===== src/rtl/multiplicador_secuencial_7bits.sv =====
// Sequential shift-and-add multiplier-accumulator:
//   producto = multiplicando * multiplicador + sumando  (7b x 7b + 7b -> 14b, unsigned)
// Rebuilds a dividend from (cociente, divisor, resto) for round-trip checks, and
// doubles as a small general-purpose multiplier.
//
// Handshake: start_i is sampled only while the FSM is IDLE; the accepting edge
// captures all three operands, which may change freely afterwards. Exactly one
// operation is in flight. done_o pulses for one cycle 9 edges after acceptance,
// in a cycle where busy_o is already low. Requests seen while busy are dropped.
// producto_o is registered and only changes on that completing edge.
module multiplicador_secuencial_7bits (
    input  logic        clk,
    input  logic        rst,
    input  logic        start_i,
    input  logic [6:0]  multiplicando_i,
    input  logic [6:0]  multiplicador_i,
    input  logic [6:0]  sumando_i,
    output logic [13:0] producto_o,
    output logic        busy_o,
    output logic        done_o,
    output logic [1:0]  state_o
);

    typedef enum logic [1:0] {
        IDLE = 2'd0,
        LOAD = 2'd1,
        STEP = 2'd2,
        FIN  = 2'd3
    } state_t;

    state_t      state_q, state_d;
    logic [7:0]  a_q, a_d;           // accumulator, bit 7 catches the add carry
    logic [6:0]  q_q, q_d;           // multiplier, shifted right; low product bits enter from the top
    logic [6:0]  m_q, m_d;
    logic [6:0]  s_q, s_d;
    logic [2:0]  count_q, count_d;
    logic [13:0] producto_q, producto_d;
    logic        done_q, done_d;
    logic [7:0]  step_sum;

    // Conditional add of the multiplicand; A <= 127 before the add so 8 bits never overflow.
    assign step_sum = q_q[0] ? (a_q + {1'b0, m_q}) : a_q;

    // State register with asynchronous active-low reset.
    always_ff @(posedge clk or negedge rst) begin
        if (!rst) begin
            state_q <= IDLE;
        end else begin
            state_q <= state_d;
        end
    end

    // Next-state and datapath next values; everything holds unless its state updates it.
    always_comb begin
        state_d    = state_q;
        a_d        = a_q;
        q_d        = q_q;
        m_d        = m_q;
        s_d        = s_q;
        count_d    = count_q;
        producto_d = producto_q;
        done_d     = 1'b0;
        case (state_q)
            IDLE: begin
                if (start_i) begin
                    state_d = LOAD;
                    m_d     = multiplicando_i;
                    q_d     = multiplicador_i;
                    s_d     = sumando_i;
                end
            end
            LOAD: begin
                a_d     = 8'd0;
                count_d = 3'd0;
                state_d = STEP;
            end
            STEP: begin
                // 15-bit right shift of {carry, sum, Q}: sum LSB drops into Q[6].
                a_d     = {1'b0, step_sum[7:1]};
                q_d     = {step_sum[0], q_q[6:1]};
                count_d = count_q + 3'd1;
                if (count_q == 3'd6) begin
                    state_d = FIN;
                end
            end
            FIN: begin
                producto_d = {a_q[6:0], q_q} + {7'b0, s_q};
                done_d     = 1'b1;
                state_d    = IDLE;
            end
            default: begin
                state_d = IDLE;
            end
        endcase
    end

    // Datapath and result registers; reset clears everything so an aborted op leaves no trace.
    always_ff @(posedge clk or negedge rst) begin
        if (!rst) begin
            a_q        <= 8'd0;
            q_q        <= 7'd0;
            m_q        <= 7'd0;
            s_q        <= 7'd0;
            count_q    <= 3'd0;
            producto_q <= 14'd0;
            done_q     <= 1'b0;
        end else begin
            a_q        <= a_d;
            q_q        <= q_d;
            m_q        <= m_d;
            s_q        <= s_d;
            count_q    <= count_d;
            producto_q <= producto_d;
            done_q     <= done_d;
        end
    end

    assign producto_o = producto_q;
    assign done_o     = done_q;
    assign busy_o     = (state_q != IDLE);
    assign state_o    = state_q;

endmodule


===== config.mk =====
export PLATFORM = sky130hd
export DESIGN_NAME = multiplicador_secuencial_7bits
export DESIGN_NICKNAME = d
export VERILOG_FILES = /design/src/rtl/multiplicador_secuencial_7bits.sv
export SDC_FILE = /design/constraint.sdc
export NUM_CORES = 1
export LEC_CHECK = 0
export CAP_MARGIN = 20
export CORE_UTILIZATION = 50
export CTS_BUF_LIST = sky130_fd_sc_hd__clkbuf_4
export DETAILED_ROUTE_END_ITERATION = 8
export PLACE_DENSITY = 0.82
export SLEW_MARGIN = 20
export SYNTH_ARGS = -nofsm -noshare
export SYNTH_HDL_FRONTEND = slang
export SYNTH_SLANG_ARGS = --single-unit

===== constraint.sdc =====
create_clock -name clk -period 3.25 [get_ports clk]
set_input_delay 0.65 -clock clk [delete_from_list [all_inputs] [get_ports clk]]
set_output_delay 0.65 -clock clk [all_outputs]
set_load 0.02 [all_outputs]

==> results.py <==
metrics = {
    "status": {
        "status": "finished clean",
    },
    "die": {
        "rows": 27,
        "io_pins": 42,
        "coreArea_um2": 5507,
        "initial_core_util": 0.5158,
        "die_width_um": 77.37,
        "fp.dieH_um": 77.37,
        "die_area_um2": 5986,
    },
    "synthesis": {
        "synth_compound_area_frac": 0.1872,
        "yosysTopAreaCellShare": 0.4229,
        "synthSimpleGateAreaFrac": 0.08546,
        "synth_cells": 272,
        "seq_area_frac_synth": 0.4229,
        "synth_top_family_by_area": "compound AO/OA/AOI/OAI gates",
        "yosys_warnings": 0,
        "synth_area_leaders": "dfrtp_1 42%, mux2_2 10%, ha_1 8.4%",
        "yosys.area.top_type": "dfrtp_1",
        "muxShareOfSynthArea": 0.1207,
        "yosysMostFrequentCell": "dfrtp_1",
        "synth_flop_cell": "dfrtp_1",
        "synth_edf_count": 0,
        "synth_common_cells": "48 x dfrtp_1, 26 x mux2_2, 21 x a21oi_1",
        "synthAdderAreaFrac": 0.09780,
        "async_flop_share": 1.000,
        "post_synth.cell_area_avg_um2": 10.44,
        "syn_area_um2": 2840,
        "yosys_register_bits": 48,
        "ys_types": 45,
        "synth-xor-area-share": 0.04317,
        "syn_nets": 317,
    },
    "cells_and_area": {
        "final_util": 0.6096,
        "drive_gt1_frac": 0.1234,
        "regArea_um2": 1201,
        "multi_input_area_um2": 1518,
        "nets": 352,
        "area_growth_pct": 18.19,
        "nFillCells": 448,
        "diodes": 0,
    },
    "cts": {
        "clockRootBuffer": "clkbuf_4",
        "cts_made_buffers": 5,
        "cts_resized": 0,
        "cts_buffer_depth": 2,
        "postCtsSetupBuffers": 0,
        "path_clk_slew_ns": 0.14,
        "numClockSinks": 48,
        "cts_htree_levels": 2,
        "cts_tree": "done",
        "worstSkewPairLatency_ns": 0.37,
        "cts_hold_buf": 0,
    },
    "critical_path": {
        "worstPathRequired_ns": 2.60,
        "worstPathMaxFanout": 16,
        "start_kind": "flop",
        "critPathCaptureType": "primary output",
        "arrival_ns": 2.13,
        "criticalPathCategory": "flop to primary output",
    },
    "route": {
        "vias": 2205,
        "first_pass_iters": 4,
        "wl_mm": 5.875,
        "ant_nets": 0,
        "drt_iter0_markers": 73,
        "drcViolationCount": 0,
        "vias_per_cell": 5.803,
        "wl_per_cell_um": 15.46,
    },
    "sta": {
        "fmax_mhz": 360.2,
        "slew_violations": 0,
        "finalCriticalPeriod_ns": 2.776,
        "fin_setup_tns_ns": 0,
        "finClkSkew_ns": 0.008820,
        "final.setup.worst_slack_ns": 0.4737,
        "fin_crit_sh": 0.8542,
        "maxSlewHeadroom": 0.4626,
        "hold_violations": 0,
        "rsz0062_at_grt": "no",
        "tightest_slew_ns": 0.8060,
        "finalSetupViolations": 0,
    },
    "power": {
        "power_leakage_nw": 1.403,
        "power_mw": 3.828,
        "vdd_drop_max_v": 0.0005969,
        "power_density_nw_per_um2": 1140,
    },
    "placed_design": {
        "place_ws_ns": 0.8613,
        "dp_hpwl_mm": 4.259,
        "port_buffers": 41,
        "place_congestion": 0.8140,
    },
    "min_path": {
        "hp-class": "input port to asynchronous set/reset pin",
    },
    "global_route": {
        "grt_pass1_vias": 2225,
        "grt_pass1_wl_mm": 10.21,
        "grt_use_total": 0.2167,
        "antenna_found_initial": 0,
        "grt_overflow": 0,
        "grt_max_degree": 49,
    },
    "job": {
        "cap_violations": 0,
    },
}
area by class of cell:
class                           count  area share
Clock buffer                        5     0.01118
Clock inverter                      3     0.01267
Inverter                           16     0.01789
Multi-Input combinational cell    195      0.4521
Sequential cell                    48      0.3578
Tap cell                           72     0.02684
Timing Repair Buffer               41      0.1215
flip-flops by register name, summed over array words and instances (netlist names):
signal,flops
q_q,7
done_o,1
a_q,7
s_q,7
count_q,3
producto_o,14
state_o,2
m_q,7
where the power goes:
part           total [mW]  internal [mW]  switching [mW]
sequential           1.15          0.884           0.268
clock               0.358          0.161           0.197
combinational        2.32           1.10            1.22
total                3.83           2.15            1.68
placed cells by master, fill, tap and decap left out, types with 2 or more instances in the layout:
master	n
dfrtp_1	48
clkdlybuf4s50_1	40
mux2_2	26
a21oi_1	21
ha_1	19
nand2_1	17
inv_1	16
o22ai_1	14
xnor2_1	12
nor2_1	11
o21ai_0	10
o211ai_1	6
nand3_1	6
nand2b_1	5
mux2i_1	5
clkbuf_4	5
a211oi_1	4
nor2b_1	4
a21o_1	3
a21boi_0	2
a211o_1	2
nand3b_1	2
nor3_1	2
xor2_1	2
a32oi_1	2
a31oi_1	2
nand4_1	2
fa_1	2
metrics by stage:
stage,hold WS [ns],instance area [µm²],cells
after floorplan,0.3544,2840,272
after global placement,0.4887,3274,372
after detailed placement,0.4949,3274,372
after CTS,0.4602,3354,380
after global routing,0.2889,3357,380
final,0.2621,3357,380
worst max-delay path, stage by stage, from the launching register on:
cell and delay [ns]:
dfrtp_1 0.45, inv_1 0.10, ha_1 0.49, inv_1 0.16
clkdlybuf4s50_1 0.57
final timing paths:
check	startpoint	to	slack, ns	cells past startpoint
min in group clk	m_q[5]	m_q[5]	0.52	1
min reg2reg	m_q[5]	m_q[5]	0.52	1
max reg2reg	q_q[0]	producto_o[10]	0.82	8
min	rst	producto_o[11]	0.26	1
max in group asynchronous	rst	a_q[6]	2.59	1
max	state_o[0]	busy_o	0.47	4
per-layer routing:
metal  vias up  global-route usage  routed length (µm)
met4         0              0.1019                 157
met1      1072              0.2708                2626
met3        16             0.03647                 222
li1       1058                   -                   -
met5         -                   0                   0
met2        59              0.3646                2869
cells by family (layout without fill, tap and decap cells):
| group | count (synthesis) | in the layout |
|---|---|---|
| buf+inv | 29 | 65 |
| fa+ha+maj | 21 | 21 |
| xor+xnor | 14 | 14 |
| simple gates | 51 | 51 |
| flops | 48 | 48 |
| mux | 31 | 31 |
| compound gates | 78 | 78 |
Power figures use the tool's default switching activity.
==> edit (config.mk and constraints unchanged) <==
Make the reset (`rst`) synchronous in 2 clocked blocks. Comments in the files are not updated.
--- a/src/rtl/multiplicador_secuencial_7bits.sv
+++ b/src/rtl/multiplicador_secuencial_7bits.sv
@@ -44,3 +44,3 @@
     // State register with asynchronous active-low reset.
-    always_ff @(posedge clk or negedge rst) begin
+    always_ff @(posedge clk) begin
         if (!rst) begin
@@ -97,3 +97,3 @@
     // Datapath and result registers; reset clears everything so an aborted op leaves no trace.
-    always_ff @(posedge clk or negedge rst) begin
+    always_ff @(posedge clk) begin
         if (!rst) begin
Function: differs if rst is asserted again (counterexample within 4 cycles, from zero or initial values and one cycle with rst low); with rst held inactive, the same outputs for 10 cycles.
==> edit against the original RTL <==
Wire length down 7.9%; sequential cell count unchanged; clock skew up 0.0052 ns; highest routed layer unchanged; worst setup slack better by 0.31 ns; non-clock buffer count up 3; count of clock-buffer cells in the layout up 1; synthesized area down 9.6%; cell area down 7.9%; critical endpoint unchanged.
Power is not compared: it rests on default switching activity, and its combinational part moved more than twofold at a synthesized area within 25%.
==> edit: results (changes against the original RTL) <==
<table>
<tr><th>Metric</th><th>Value</th></tr>
<tr><th colspan="2">Place</th></tr>
<tr><td>Estimated wirelength of the detail-placed design</td><td>4036 um (-5.2%)</td></tr>
<tr><td>GPL Wtd Cong</td><td>0.8947 (+9.9%)</td></tr>
<tr><td>Cell area after placement</td><td>3040 sq um (-7.1%)</td></tr>
<tr><td>Placed Cells</td><td>398 (+7.0%)</td></tr>
<tr><td>Worst slack at placement</td><td>0.8643 ns (+0.003089 ns)</td></tr>
<tr><th colspan="2">Worst setup path</th></tr>
<tr><td>Highest cell delay on the worst timing path</td><td>0.60 ns (+0.03 ns)</td></tr>
<tr><td>Setup crit start</td><td>state_o[1]</td></tr>
<tr><td>Critical path peak fanout</td><td>5 (-11)</td></tr>
<tr><td>Origin of the critical flop-to-flop path</td><td>q_q[0]</td></tr>
<tr><th colspan="2">Global route</th></tr>
<tr><td>Pin count of the biggest net entering global routing</td><td>31 (-37%)</td></tr>
<tr><td>Global-route wire length before repair</td><td>9080 um (-11%)</td></tr>
<tr><td>Tot GR Track Use</td><td>22.05% (+0.38 points)</td></tr>
<tr><td>Number of global-route vias before repair</td><td>1981 (-11%)</td></tr>
<tr><th colspan="2">Synthesis</th></tr>
<tr><td>Top cells by area in the synthesized netlist</td><td>dfxtp_1 (37%), ha_1 (9.3%), a21oi_1 (6.2%)</td></tr>
<tr><td>Proportion of synthesized flip-flops having asynchronous set or reset</td><td>0% (-100 points)</td></tr>
<tr><td>Most used standard cells in the synthesized netlist</td><td>dfxtp_1 (48), nand2_1 (35), nor2_1 (33), a21oi_1 (32), ha_1 (19)</td></tr>
<tr><td>Seq/Total Area, Yosys</td><td>37.45% (-4.8 points)</td></tr>
<tr><td>Synthesized Nets</td><td>346 (+9.1%)</td></tr>
<tr><td>Number of instances in the synthesized netlist</td><td>301 (+11%)</td></tr>
<tr><th colspan="2">Drt</th></tr>
<tr><td>Drt pass-1 iters</td><td>5 (+1)</td></tr>
<tr><td>Routed wire length</td><td>5409 um (-7.9%)</td></tr>
<tr><td>Overall via count from detail_route</td><td>2194 (-0.50%)</td></tr>
<tr><td>Average vias per placed instance</td><td>5.417 (-6.6%)</td></tr>
<tr><td>DRC violation total after the first TritonRoute iteration</td><td>121 (+66%)</td></tr>
<tr><th colspan="2">Finish</th></tr>
<tr><td>Final-stage net count</td><td>383 (+8.8%)</td></tr>
<tr><td>Filler cell count in the final layout</td><td>441 (-1.6%)</td></tr>
<tr><td>Layout cells sized above 1</td><td>5.030% (-7.3 points)</td></tr>
<tr><th colspan="2">Timing</th></tr>
<tr><td>Worst slew margin relative to its limit</td><td>39.65% (-6.6 points)</td></tr>
<tr><th colspan="2">Status</th></tr>
<tr><td>Outcome</td><td>finished clean</td></tr>
</table>
-- edit: cell count changes after synthesis, sizes merged, moves of 8 or more --
cell	before	now
mux2	26	0
mux2i	5	13
o22ai	14	0
a211oi	4	14
nand2	17	36
dfxtp	0	48
dfrtp	48	0
nor2	11	33
a21oi	21	32
-- edit: logic make-up (layout without fill, tap and decap cells) --
| group | count (synthesis) | in the layout | synth area share [%] |
|---|---|---|---|
| fa+ha+maj | 21 | 21 | 10.82 |
| buf+inv | 28 | 65 | 4.193 |
| simple gates | 87 | 87 | 15.16 |
| compound gates | 93 | 93 | 23.55 |
| xor+xnor | 11 | 11 | 3.754 |
| mux | 13 | 13 | 5.071 |
| flops | 48 | 48 | 37.45 |
-- edit: final timing paths --
| path | slack [ns] | end | cells after the start |
|---|---|---|---|
| max | 0.78 | busy_o | 4 |
| min reg2reg | 0.47 | m_q[3] | 2 |
| max reg2reg | 0.82 | producto_o[12] | 8 |
| min | 0.47 | m_q[3] | 2 |
-- edit: layout make-up --
cell class / count / area (sq um) / area share [%]
Multi-Input combinational cell: 225 / 1498 / 48.46
Sequential cell: 48 / 960.9 / 31.09
Timing Repair Buffer: 44 / 445.4 / 14.41
Tap cell: 67 / 83.83 / 2.713
Inverter: 14 / 52.55 / 1.700
Clock buffer: 6 / 45.04 / 1.457
Clock inverter: 1 / 5.005 / 0.1619
-- edit: per-layer routing --
metal / wire (um) / vias up / global-route usage [%] / part of all wire [%]
li1: - / 1144 / - / -
met1: 2562 / 964 / 29.73 / 47
met2: 2473 / 75 / 34.86 / 46
met3: 279 / 11 / 3.978 / 5.2
met4: 93 / 0 / 8.761 / 1.7
met5: 0 / - / 0 / 0
